## src/rtl/bus_source_arbiter_pkg.sv

```systemverilog
// Shared definitions for the bus source arbiter: FSM state encoding, source
// count, mux select width and small round-robin helper functions.
package bus_source_arbiter_pkg;

  // Number of requesters sharing the 6-input source mux.
  localparam int unsigned NUM_SRC = 6;

  // Width of the mux select / source index.
  localparam int unsigned SEL_W = 3;

  // Width of the tenure hold counter (MAX_HOLD legal range 2..15).
  localparam int unsigned HOLD_W = 4;

  // Arbiter FSM states; TURN is the one-cycle bus turnaround.
  typedef enum logic [1:0] {
    IDLE  = 2'd0,
    GRANT = 2'd1,
    TURN  = 2'd2
  } state_t;

  // Source index following idx in round-robin order, wrapping 5 -> 0.
  function automatic logic [SEL_W-1:0] rr_next(input logic [SEL_W-1:0] idx);
    if (idx >= SEL_W'(NUM_SRC - 1)) begin
      return '0;
    end
    return idx + SEL_W'(1);
  endfunction

  // One-hot grant vector for a source index.
  function automatic logic [NUM_SRC-1:0] src_onehot(input logic [SEL_W-1:0] idx);
    return NUM_SRC'(1) << idx;
  endfunction

endpackage

```

## src/rtl/bus_source_arbiter_rr_pick6.sv

```systemverilog
// rr_pick6: combinational round-robin priority search over six requesters.
//   req   - request vector, bit i = source i
//   start - index where the search begins; values 6/7 are treated as 0
//   valid - at least one request bit is set
//   idx   - first set request at or after start, wrapping 5 -> 0
module rr_pick6
  import bus_source_arbiter_pkg::*;
(
  input  logic [NUM_SRC-1:0] req,
  input  logic [SEL_W-1:0]   start,
  output logic               valid,
  output logic [SEL_W-1:0]   idx
);

  logic [SEL_W-1:0] base;

  assign base = (start >= SEL_W'(NUM_SRC)) ? '0 : start;

  // Walk offsets from farthest to nearest so the nearest set bit wins.
  always_comb begin
    logic [SEL_W-1:0] cand;
    valid = 1'b0;
    idx   = base;
    cand  = '0;
    for (int k = int'(NUM_SRC) - 1; k >= 0; k--) begin
      cand = SEL_W'((int'(base) + k) % int'(NUM_SRC));
      if (req[cand]) begin
        valid = 1'b1;
        idx   = cand;
      end
    end
  end

endmodule

```

## src/rtl/bus_source_arbiter.sv

```systemverilog
// bus_source_arbiter: round-robin owner selection for a shared 6-input
// 16-bit source mux, with a bounded tenure and a one-cycle turnaround.
//   clk     - single clock, rising edge
//   rst     - asynchronous active-high reset
//   req     - per-source request (bit i = mux input i)
//   rel     - single-cycle release from the current owner (GRANT only)
//   sel     - registered mux select, changes only on entry to GRANT
//   gnt     - registered one-hot grant, zero when there is no owner
//   busy    - high while in GRANT
//   timeout - one-cycle pulse when a tenure is ended by MAX_HOLD
module bus_source_arbiter #(
  parameter int unsigned NUM_SRC  = bus_source_arbiter_pkg::NUM_SRC,
  parameter int unsigned MAX_HOLD = 8
) (
  input  logic                                    clk,
  input  logic                                    rst,
  input  logic [NUM_SRC-1:0]                      req,
  input  logic                                    rel,
  output logic [bus_source_arbiter_pkg::SEL_W-1:0] sel,
  output logic [NUM_SRC-1:0]                      gnt,
  output logic                                    busy,
  output logic                                    timeout
);

  import bus_source_arbiter_pkg::*;

  localparam logic [HOLD_W-1:0] HOLD_LAST = HOLD_W'(MAX_HOLD - 1);

  state_t            state;
  logic [SEL_W-1:0]  last_owner;
  logic [HOLD_W-1:0] hold_cnt;

  logic [SEL_W-1:0]  start_idx;
  logic              pick_valid;
  logic [SEL_W-1:0]  pick_idx;
  logic              owner_req;
  logic              hold_expired;
  logic              end_tenure;

  // Search begins just past the previous owner so every requester gets a turn.
  assign start_idx = rr_next(last_owner);

  rr_pick6 u_pick (
    .req   (req),
    .start (start_idx),
    .valid (pick_valid),
    .idx   (pick_idx)
  );

  // In GRANT last_owner is the current owner; other req bits are ignored.
  assign owner_req    = req[last_owner];
  assign hold_expired = (hold_cnt == HOLD_LAST);
  assign end_tenure   = rel || !owner_req || hold_expired;

  // Arbiter FSM with registered outputs.
  always_ff @(posedge clk or posedge rst) begin
    if (rst) begin
      state      <= IDLE;
      last_owner <= SEL_W'(NUM_SRC - 1);
      hold_cnt   <= '0;
      sel        <= '0;
      gnt        <= '0;
      busy       <= 1'b0;
      timeout    <= 1'b0;
    end else begin
      timeout <= 1'b0;
      unique case (state)
        IDLE, TURN: begin
          if (pick_valid) begin
            state      <= GRANT;
            gnt        <= src_onehot(pick_idx);
            sel        <= pick_idx;
            last_owner <= pick_idx;
            busy       <= 1'b1;
            hold_cnt   <= '0;
          end else begin
            state <= IDLE;
            gnt   <= '0;
            busy  <= 1'b0;
          end
        end
        GRANT: begin
          if (end_tenure) begin
            state    <= TURN;
            gnt      <= '0;
            busy     <= 1'b0;
            hold_cnt <= '0;
            // Only a pure hold expiry counts as a timeout.
            timeout  <= hold_expired && !rel && owner_req;
          end else if (!hold_expired) begin
            hold_cnt <= hold_cnt + HOLD_W'(1);
          end
        end
        default: begin
          state <= IDLE;
          gnt   <= '0;
          busy  <= 1'b0;
        end
      endcase
    end
  end

endmodule

```

## config.mk

```make
export PLATFORM = sky130hd
export DESIGN_NAME = bus_source_arbiter
export DESIGN_NICKNAME = d
export VERILOG_FILES = /design/src/rtl/bus_source_arbiter_pkg.sv /design/src/rtl/bus_source_arbiter_rr_pick6.sv /design/src/rtl/bus_source_arbiter.sv
export SDC_FILE = /design/constraint.sdc
export NUM_CORES = 1
export LEC_CHECK = 0
export ABC_AREA = 1
export BUFFER_PORTS_ARGS = -buffer_cell sky130_fd_sc_hd__buf_2
export CAP_MARGIN = 0
export CORE_MARGIN = 2
export CORE_UTILIZATION = 40
export CTS_BUF_LIST = sky130_fd_sc_hd__clkbuf_16
export CTS_CLUSTER_DIAMETER = 50
export DETAILED_ROUTE_END_ITERATION = 8
export GPL_TIMING_DRIVEN = 1
export SYNTH_ARGS = -nofsm -noshare
export SYNTH_HDL_FRONTEND = slang
export SYNTH_SLANG_ARGS = --single-unit
```

## constraint.sdc

```tcl
create_clock -name clk -period 4.8 [get_ports clk]
set_input_delay 0.96 -clock clk [delete_from_list [all_inputs] [get_ports clk]]
set_output_delay 0.96 -clock clk [all_outputs]
set_load 0.05 [all_outputs]
```

==> results of run 1 <==
[layout make-up]
type / instances / area, µm² / share of cell area [%]
well taps: 52 / 65.1 / 3.19
flip-flops and latches: 18 / 453 / 22.2
repair buffers: 19 / 95.1 / 4.67
clock inverters: 1 / 3.75 / 0.184
multi-input cells: 213 / 1170 / 57.3
clock buffers: 3 / 75.1 / 3.69
inverters: 46 / 178 / 8.72
[final timing paths]
kind                            slack [ns]               start            endpoint  cells after the start
worst max-delay path                  0.49  sel[1]$_DFFE_PP0P_  gnt[4]$_DFFE_PP0P_                     28
worst min-delay path                  0.47  gnt[3]$_DFFE_PP0P_  gnt[3]$_DFFE_PP0P_                      2
worst max register to register        0.49  sel[1]$_DFFE_PP0P_  gnt[4]$_DFFE_PP0P_                     28
worst min register to register        0.47  gnt[3]$_DFFE_PP0P_  gnt[3]$_DFFE_PP0P_                      2
max in group asynchronous             3.58                 rst  gnt[3]$_DFFE_PP0P_                      2
min in group asynchronous             0.80                 rst   timeout$_DFF_PP0_                      2
[metal layers]
metal	global-route usage (%)	share of wire (%)	vias up
met5	0	0	-
met4	1.26	0.19	0
met3	2.39	3.3	2
met2	30.2	45	32
met1	24.7	51	809
li1	-	-	920
[critical path: cells and delay by family (launching register included)]
family / cells / cell delay, ns
flip-flops: 1 / 0.45
AND/OR/NAND/NOR: 14 / 1.34
buffers and inverters: 8 / 0.86
AO/OA/AOI/OAI: 2 / 0.42
adder cells (fa/ha/maj): 4 / 1.13
[sequential cells by signal, summed over array words and instances, names as in the netlist]
signal	count
gnt	6
hold_cnt	4
timeout	1
sel	3
last_owner	2
state	2
[cells in the final DEF, fill, tap and decap left out, types with 6 or more instances in the layout]
cell type / count
sky130_fd_sc_hd__nand3_1: 23
sky130_fd_sc_hd__o21ai_2: 6
sky130_fd_sc_hd__nor2_1: 24
sky130_fd_sc_hd__dfrtp_1: 16
sky130_fd_sc_hd__nand2_1: 86
sky130_fd_sc_hd__nand2_2: 7
sky130_fd_sc_hd__ha_1: 14
sky130_fd_sc_hd__o21ai_1: 13
sky130_fd_sc_hd__inv_1: 39
sky130_fd_sc_hd__buf_2: 19
sky130_fd_sc_hd__o21ai_0: 6
[per-stage QoR]
step                      area [µm²]  hold slack, ns
final                           2040           0.473
after detailed placement        1960           0.464
after global placement          1960           0.462
after global routing            2040           0.498
after floorplan                 1830           0.473
after CTS                       2040           0.477
[cell families (layout without fill, tap and decap cells)]
kind of cell / Yosys count / after routing
fa+ha+maj: 14 / 14
mux: 1 / 1
xor+xnor: 1 / 1
buf+inv: 49 / 69
flops: 18 / 18
simple gates: 162 / 162
compound gates: 35 / 35
==> reports/qor.csv, run 1 <==
metric;value;unit
async_flop_share;100;%
clock_latency;0.24;ns
grt_antenna_before_repair;0;
arrival;4.45;ns
tns;0;ns
firstDrtPassIters;4;
area_added_between_synthesis_and_finish;11.4;%
grt_util_all_layers;17.6;%
detailroute.via_count;1763;
place_hpwl;3480;µm
synth-seq-cells;18;
synth_mux_area_share;0.548;%
core-area;4380;µm²
overall_die_width;71.6;µm
critical_path.startpoint_type;flop;
timing.critical_path.fanout_max;9;
clk_pin_slew_worst_paths;0.05;ns
ys_top_cells_by_area;sky130_fd_sc_hd__dfrtp_1, sky130_fd_sc_hd__nand2_1, sky130_fd_sc_hd__ha_1;
wl_per_cell;11.9;µm
crit_type;flop to flop;
synthesis.nets;303;
synth_top_area_cell;sky130_fd_sc_hd__dfrtp_1;
post_synth_most_frequent_cells;sky130_fd_sc_hd__nand2_1, sky130_fd_sc_hd__inv_1, sky130_fd_sc_hd__nor2_1;
synthDominantCellAreaShare;21.9;%
fin_worst_skew;0.00162;ns
grt_pass1_vias;1694;
final.period_utilization;89.9;%
crit_path_top_delay_cell;sky130_fd_sc_hd__dfrtp_1;
max_stage_delay;0.45;ns
synthMostInstantiatedCell;sky130_fd_sc_hd__nand2_1;
worst_slew_margin_rel;56.2;%
timing.final.hold_violations;0;
grt_max_degree;19;
slew_violations;0;
initial_core_util;41.7;%
cts_setup_buffers;0;
routed_wl;4170;µm
setup_viol;0;
gpl.final_weighted_congestion;0.911;
cts.repair.resized;0;
min-delay-path-class;flop to flop;
syn_area_per_cell;6.53;µm²
run_status;finished, final reports clean;
rows;24;
worst_slew_pin_slew;0.656;ns
seq_area_frac_synth;24.8;%
adder_cell_share_of_the_synthesized_area;9.58;%
boundaryPins;20;
numPortBuffers;19;
layout-drive-gt1-share;19.3;%
synth.cell_area;1830;µm²
maxCapViolCount;0;
clk_root_buffer_cell;sky130_fd_sc_hd__clkbuf_16;
ys_warnings;0;
synth-compound-area-share;12.2;%
first_pass_grt_wire_length;7510;µm
drcViolationCount;0;
post_drt_via_cell_ratio;5.01;
yosys.area_share.xor_xnor;0.479;%
final.setup.worst_slack;0.486;ns
cts-buffers-inserted;3;
critical_path.most_common_cell;sky130_fd_sc_hd__nand2_1;
ctsHtreeMaxLevel;1;
clkSinkCount;18;
first_iter_violations;107;
dieArea;5130;µm²
n_fill_cell;467;
yosysUniqueCellTypes;35;
synth-edff-count;0;
fin_cells;352;
cts_buffer_depth;2;
fin_nets;324;
placedCellCount;348;
postCtsHoldBufs;0;
tritoncts;done;
critical_path_end_type;flop;
highest_clock_rate;0.232;GHz
antenna_cells_inserted;0;
grt_overflow_total;0;
synth_top_flop_cell;sky130_fd_sc_hd__dfrtp_1;
post-route-util;46.5;%
post-place-ws;0.470;ns
synth_top_family_by_area;simple AND/OR/NAND/NOR gates;
dieHeight;71.6;µm
synth-simple-area-share;41.1;%
timing.critical_path.required;4.93;ns
rsz0062_at_grt;no;
final_antenna_net_count;0;
fin_crit;4.31;ns
synth_cells;280;
Power of run 1 is left out: the tool's default activity adds up to more than one toggle a clock period on the data nets, which glitch-free logic cannot reach.
==> run 2: changes to the inputs <==
--- a/config.mk
+++ b/config.mk
@@ -5,7 +5,7 @@
 export SDC_FILE = /design/constraint.sdc
 export NUM_CORES = 1
 export LEC_CHECK = 0
-export ABC_AREA = 1
+export ABC_AREA = 0
 export BUFFER_PORTS_ARGS = -buffer_cell sky130_fd_sc_hd__buf_2
 export CAP_MARGIN = 0
 export CORE_MARGIN = 2
@@ -14,6 +14,7 @@
 export CTS_CLUSTER_DIAMETER = 50
 export DETAILED_ROUTE_END_ITERATION = 8
 export GPL_TIMING_DRIVEN = 1
+export REMOVE_ABC_BUFFERS = 1
 export SYNTH_ARGS = -nofsm -noshare
 export SYNTH_HDL_FRONTEND = slang
 export SYNTH_SLANG_ARGS = --single-unit
==> run 2 against run 1 <==
Against the previous run: critical path type unchanged; via count up 7.6%; critical endpoint is now gnt[2]$_DFFE_PP0P_; fmax decreased by 4.5%; die area up 13%; setup slack got worse by 0.20 ns; highest routed layer unchanged.
==> reports/qor.csv, run 2 <==
metric;value;unit
run_status;finished, final reports clean;
first_iter_violations;109;
post_synth_most_frequent_cells;sky130_fd_sc_hd__dfrtp_1, sky130_fd_sc_hd__nor2_1, sky130_fd_sc_hd__a21oi_1, sky130_fd_sc_hd__ha_1, sky130_fd_sc_hd__nand2_1;
layout_top_registers;gnt (6), hold_cnt (4), sel (3);
grt_max_degree;19;
clock_latency;0.25;ns
cts_setup_buffers;0;
tritoncts;done;
timing.critical_path.fanout_max;8;
grt_antenna_before_repair;0;
numPortBuffers;19;
maxCapViolCount;0;
final_antenna_net_count;0;
initial_core_util;41.0;%
async_flop_share;100;%
synthMostInstantiatedCell;sky130_fd_sc_hd__dfrtp_1;
timing.critical_path.required;4.93;ns
seq_area_frac_synth;21.8;%
firstDrtPassIters;4;
area_added_between_synthesis_and_finish;13.2;%
synth_top_area_cell;sky130_fd_sc_hd__dfrtp_1;
first_pass_grt_wire_length;8600;µm
timing.final.hold_violations;0;
setup_viol;0;
routed_wl;4980;µm
boundaryPins;20;
fin_crit;4.52;ns
layout-drive-gt1-share;23.3;%
drcViolationCount;0;
antenna_cells_inserted;0;
place_hpwl;3840;µm
grt_overflow_total;0;
final.period_utilization;94.1;%
worst_slew_margin_rel;56.6;%
synth-edff-count;0;
overall_die_width;76.1;µm
slew_violations;0;
wl_per_cell;15.4;µm
rsz0062_at_grt;no;
cts-buffers-inserted;3;
ys_warnings;0;
clk_root_buffer_cell;sky130_fd_sc_hd__clkbuf_16;
fin_nets;277;
gpl.final_weighted_congestion;0.943;
synthDominantCellAreaShare;19.2;%
critical_path_end_type;flop;
rows;26;
grt_util_all_layers;17.9;%
final_common_cell;sky130_fd_sc_hd__buf_2;
clk_pin_slew_worst_paths;0.05;ns
placed_cell_area;2260;µm²
ys_top_cells_by_area;sky130_fd_sc_hd__dfrtp_1, sky130_fd_sc_hd__ha_1, sky130_fd_sc_hd__mux2i_1;
registers.top_by_ff_count;gnt;
yosysUniqueCellTypes;69;
detailroute.via_count;1897;
ctsHtreeMaxLevel;1;
syn_area_per_cell;8.85;µm²
grt_pass1_vias;1731;
synth_top_flop_cell;sky130_fd_sc_hd__dfrtp_1;
dieHeight;76.1;µm
core-area;5070;µm²
number_of_flip_flops_in_the_largest_register;6;
clkSinkCount;18;
arrival;4.65;ns
fin_worst_skew;0.00498;ns
critical_path.startpoint_type;flop;
highest_clock_rate;0.221;GHz
min-delay-path-class;flop to flop;
synth_cells;235;
dieArea;5800;µm²
worst_slew_pin_slew;0.650;ns
cts_buffer_depth;2;
final_area;2360;µm²
most-common-layout-cells;sky130_fd_sc_hd__buf_2, sky130_fd_sc_hd__dfrtp_1, sky130_fd_sc_hd__nor2_1;
post_drt_via_cell_ratio;5.87;
crit_type;flop to flop;
synth.cell_area;2080;µm²
synth-seq-cells;18;
## run 2: metal layers
layer / track usage [%] / routed length [µm] / vias to the layer above
li1: - / - / 932
met1: 24.8 / 2410 / 913
met2: 29.4 / 2330 / 40
met3: 3.08 / 139 / 12
met4: 4.00 / 96 / 0
met5: 0 / 0 / -
## run 2: worst paths after layout
kind | from | endpoint | slack [ns] | cells past startpoint
setup / recovery | last_owner[0]$_DFFE_PP1P_ | gnt[2]$_DFFE_PP0P_ | 0.28 | 19
hold / removal | gnt[1]$_DFFE_PP0P_ | gnt[1]$_DFFE_PP0P_ | 0.48 | 2
setup reg to reg | last_owner[0]$_DFFE_PP1P_ | gnt[2]$_DFFE_PP0P_ | 0.28 | 19
hold reg to reg | gnt[1]$_DFFE_PP0P_ | gnt[1]$_DFFE_PP0P_ | 0.48 | 2
max in group asynchronous | rst | sel[0]$_DFFE_PP0P_ | 3.59 | 2
min in group asynchronous | rst | hold_cnt[0]$_DFFE_PP0P_ | 0.79 | 2
## run 2: cell type report
cell class | count | area (µm²)
Sequential cell | 18 | 453
Clock buffer | 3 | 75.1
Clock inverter | 1 | 3.75
Multi-Input combinational cell | 193 | 1540
Fill cell | 504 | 2720
Inverter | 12 | 47.5
Timing Repair Buffer | 26 | 148
Tap cell | 70 | 87.6
## run 2: worst max-delay path, cell delays in order, from the launching register on
cell and delay (ns):
sky130_fd_sc_hd__dfstp_2 0.60, sky130_fd_sc_hd__ha_1 0.18, sky130_fd_sc_hd__or4bb_1 0.56, sky130_fd_sc_hd__a21o_1 0.20
sky130_fd_sc_hd__inv_1 0.15, sky130_fd_sc_hd__ha_1 0.20, sky130_fd_sc_hd__inv_1 0.05, sky130_fd_sc_hd__ha_1 0.29
sky130_fd_sc_hd__nand2b_1 0.19, sky130_fd_sc_hd__nand2_1 0.09, sky130_fd_sc_hd__ha_1 0.21, sky130_fd_sc_hd__nand4bb_1 0.17
sky130_fd_sc_hd__o22ai_1 0.19, sky130_fd_sc_hd__o211ai_1 0.13, sky130_fd_sc_hd__a21oi_1 0.18, sky130_fd_sc_hd__a211oi_2 0.10
sky130_fd_sc_hd__nor2_1 0.20, sky130_fd_sc_hd__a41oi_4 0.19, sky130_fd_sc_hd__and2_2 0.26, sky130_fd_sc_hd__a32o_1 0.25
## run 2: cells by family after synthesis
| family | Yosys count | synth area share (%) |
|---|---|---|
| compound gates | 76 | 28.8 |
| xor+xnor | 5 | 2.10 |
| fa+ha+maj | 14 | 8.42 |
| buf+inv | 24 | 5.11 |
| flops | 18 | 21.8 |
| mux | 18 | 11.2 |
| simple gates | 80 | 22.5 |
## run 2: timing repair
item	in CTS	in global routing
endpoints found under the setup margin	0	6
hold buffers	0	0
gates resized for setup	0	3
endpoints found under the hold margin	0	0
## run 2: through the flow
step | instances | TNS (ns) | setup WS, ns | utilization [%] | hold slack, ns
after floorplan | 223 | -1.06 | -0.163 | - | 0.492
after global placement | 319 | 0 | 0.419 | 44.5 | 0.466
after detailed placement | 319 | 0 | 0.315 | 44.5 | 0.467
after CTS | 323 | 0 | 0.301 | 46.0 | 0.477
after global routing | 323 | 0 | 0.0159 | 46.4 | 0.503
final | 323 | 0 | 0.285 | 46.4 | 0.476
Power of run 2 is left out for the same reason.
==> run 3: changes to the inputs <==
--- a/config.mk
+++ b/config.mk
@@ -9,12 +9,15 @@
 export BUFFER_PORTS_ARGS = -buffer_cell sky130_fd_sc_hd__buf_2
 export CAP_MARGIN = 0
 export CORE_MARGIN = 2
-export CORE_UTILIZATION = 40
+export CORE_UTILIZATION = 60
 export CTS_BUF_LIST = sky130_fd_sc_hd__clkbuf_16
 export CTS_CLUSTER_DIAMETER = 50
+export CTS_CLUSTER_SIZE = 14
 export DETAILED_ROUTE_END_ITERATION = 8
 export GPL_TIMING_DRIVEN = 1
+export PLACE_DENSITY = 0.81
 export REMOVE_ABC_BUFFERS = 1
+export SETUP_SLACK_MARGIN = 0.3
 export SYNTH_ARGS = -nofsm -noshare
 export SYNTH_HDL_FRONTEND = slang
 export SYNTH_SLANG_ARGS = --single-unit
==> run 3 against run 2 <==
Against the previous run: sequential cell count unchanged; fmax up 4.2%; clock-buffer cell count unchanged; core utilization up 26 points; critical path type unchanged; critical endpoint unchanged; largest cell class unchanged; highest routed layer unchanged.
==> reports/qor.csv, run 3 (synthesized netlist as in run 2, its figures left out) <==
metric;value;unit
cts_buffer_depth;2;
final_antenna_net_count;0;
most-common-layout-cells;sky130_fd_sc_hd__buf_2, sky130_fd_sc_hd__dfrtp_1, sky130_fd_sc_hd__nor2_1;
drcViolationCount;0;
grt_pass1_vias;1863;
grt_overflow_total;0;
fin_worst_skew;0.00317;ns
grt_max_degree;19;
ctsHtreeMaxLevel;1;
arrival;4.46;ns
crit_type;flop to flop;
rr_startpoint;last_owner[0]$_DFFE_PP1P_;
depth_of_the_worst_register_to_register_path;15;
dieArea;3960;µm²
core-area;3340;µm²
fin_crit;4.33;ns
antenna_cells_inserted;0;
firstDrtPassIters;4;
max_stage_delay;0.58;ns
clock_latency;0.25;ns
timing.final.hold_violations;0;
cts-buffers-inserted;3;
critical_path.startpoint_type;flop;
post-route-util;72.1;%
timing.critical_path.required;4.93;ns
critical_path_buf_inv_count;2;
critical_path.cell_chain;ha_1, or4bb_4, a21o_1, inv_2, buf_4, ha_1, nor3b_1, o31a_1, a211oi_1, mux2i_1, a21bo_2, o21a_1, o311ai_1, a221o_1, a32o_1;
setup_viol;0;
wl_per_cell;17.1;µm
critical_path_end_type;flop;
place_hpwl;3860;µm
ff2ff_setup_slack;0.47;ns
number_of_flip_flops_in_the_largest_register;6;
final_common_cell;sky130_fd_sc_hd__buf_2;
area_added_between_synthesis_and_finish;15.6;%
whs_path_depth;1;
min-delay-path-class;flop to flop;
detailroute.via_count;1960;
registers.top_by_ff_count;gnt;
worst_slew_margin_rel;55.2;%
n_fill_cell;267;
numPortBuffers;19;
gpl.final_weighted_congestion;0.924;
crit_path_top_delay_cell;sky130_fd_sc_hd__dfstp_2;
clkSinkCount;18;
overall_die_width;62.9;µm
reg2reg_to;gnt[2]$_DFFE_PP0P_;
timing.critical_path.fanout_max;5;
run_status;finished, final reports clean;
boundaryPins;20;
post_drt_via_cell_ratio;6.36;
routed_wl;5260;µm
postCtsHoldBufs;0;
clk_pin_slew_worst_paths;0.05;ns
maxCapViolCount;0;
initial_core_util;62.4;%
rsz0062_at_grt;no;
grt_antenna_before_repair;0;
worst_path_dominant_cell_family;compound AO/OA/AOI/OAI gates;
slew_violations;0;
first_iter_violations;240;
worst_slew_pin_slew;0.672;ns
final.period_utilization;90.2;%
first_pass_grt_wire_length;8720;µm
dieHeight;62.9;µm
fin_nets;286;
layout_top_registers;gnt (6), hold_cnt (4), sel (3);
rows;21;
highest_clock_rate;0.231;GHz
tritoncts;done;
layout-drive-gt1-share;27.9;%
grt_util_all_layers;27.1;%
clk_root_buffer_cell;sky130_fd_sc_hd__clkbuf_16;
whs_endpoint;gnt[3]$_DFFE_PP0P_;
critical_path.most_common_cell;sky130_fd_sc_hd__ha_1;
min-delay-start;gnt[3]$_DFFE_PP0P_;
run 3: how the worst max path moves through the flow:
stage	startpoint	slack, ns	end	cells past startpoint
final	last_owner[0]$_DFFE_PP1P_	0.47	gnt[2]$_DFFE_PP0P_	15
after detailed placement	last_owner[0]$_DFFE_PP1P_	0.29	hold_cnt[0]$_DFFE_PP0P_	20
after floorplan	sel[1]$_DFFE_PP0P_	-0.16	gnt[2]$_DFFE_PP0P_	19
after CTS	last_owner[0]$_DFFE_PP1P_	0.32	gnt[2]$_DFFE_PP0P_	20
after global placement	last_owner[0]$_DFFE_PP1P_	0.44	hold_cnt[0]$_DFFE_PP0P_	20
after global routing	last_owner[0]$_DFFE_PP1P_	0.25	hold_cnt[0]$_DFFE_PP0P_	21
run 3: what timing repair did:
action	CTS	global route
cloned	0	1
gates resized for setup	0	10
pin swaps	2	1
setup endpoints to repair	1	16
setup buffers	2	4
run 3: final cells by class:
type                            instances  area, µm²  share of cell area [%]
Multi-Input combinational cell        193       1550                    64.5
Sequential cell                        18        453                    18.8
Timing Repair Buffer                   35        216                    9.00
Clock buffer                            3       75.1                    3.12
Tap cell                               46       57.6                    2.39
Inverter                               12       47.5                    1.98
Clock inverter                          1       3.75                   0.156
run 3: metal layers:
| layer | vias to the layer above | share of wire [%] | track usage (%) |
|---|---|---|---|
| met2 | 67 | 50 | 45.1 |
| met4 | 0 | 0.057 | 5.28 |
| met5 | - | 0 | 0 |
| met1 | 951 | 45 | 38.0 |
| met3 | 2 | 5.1 | 3.24 |
| li1 | 940 | - | - |
run 3: metrics by stage:
step                      instance area (µm²)  cells  TNS (ns)  hold WS, ns  setup slack (ns)
after floorplan                          2020    223     -1.06        0.492            -0.163
after global placement                   2240    297         0        0.474             0.444
after detailed placement                 2240    297         0        0.480             0.288
after CTS                                2340    303         0        0.500             0.318
after global routing                     2400    308         0        0.515             0.251
final                                    2400    308         0        0.496             0.468
Power of run 3 is left out for the same reason.
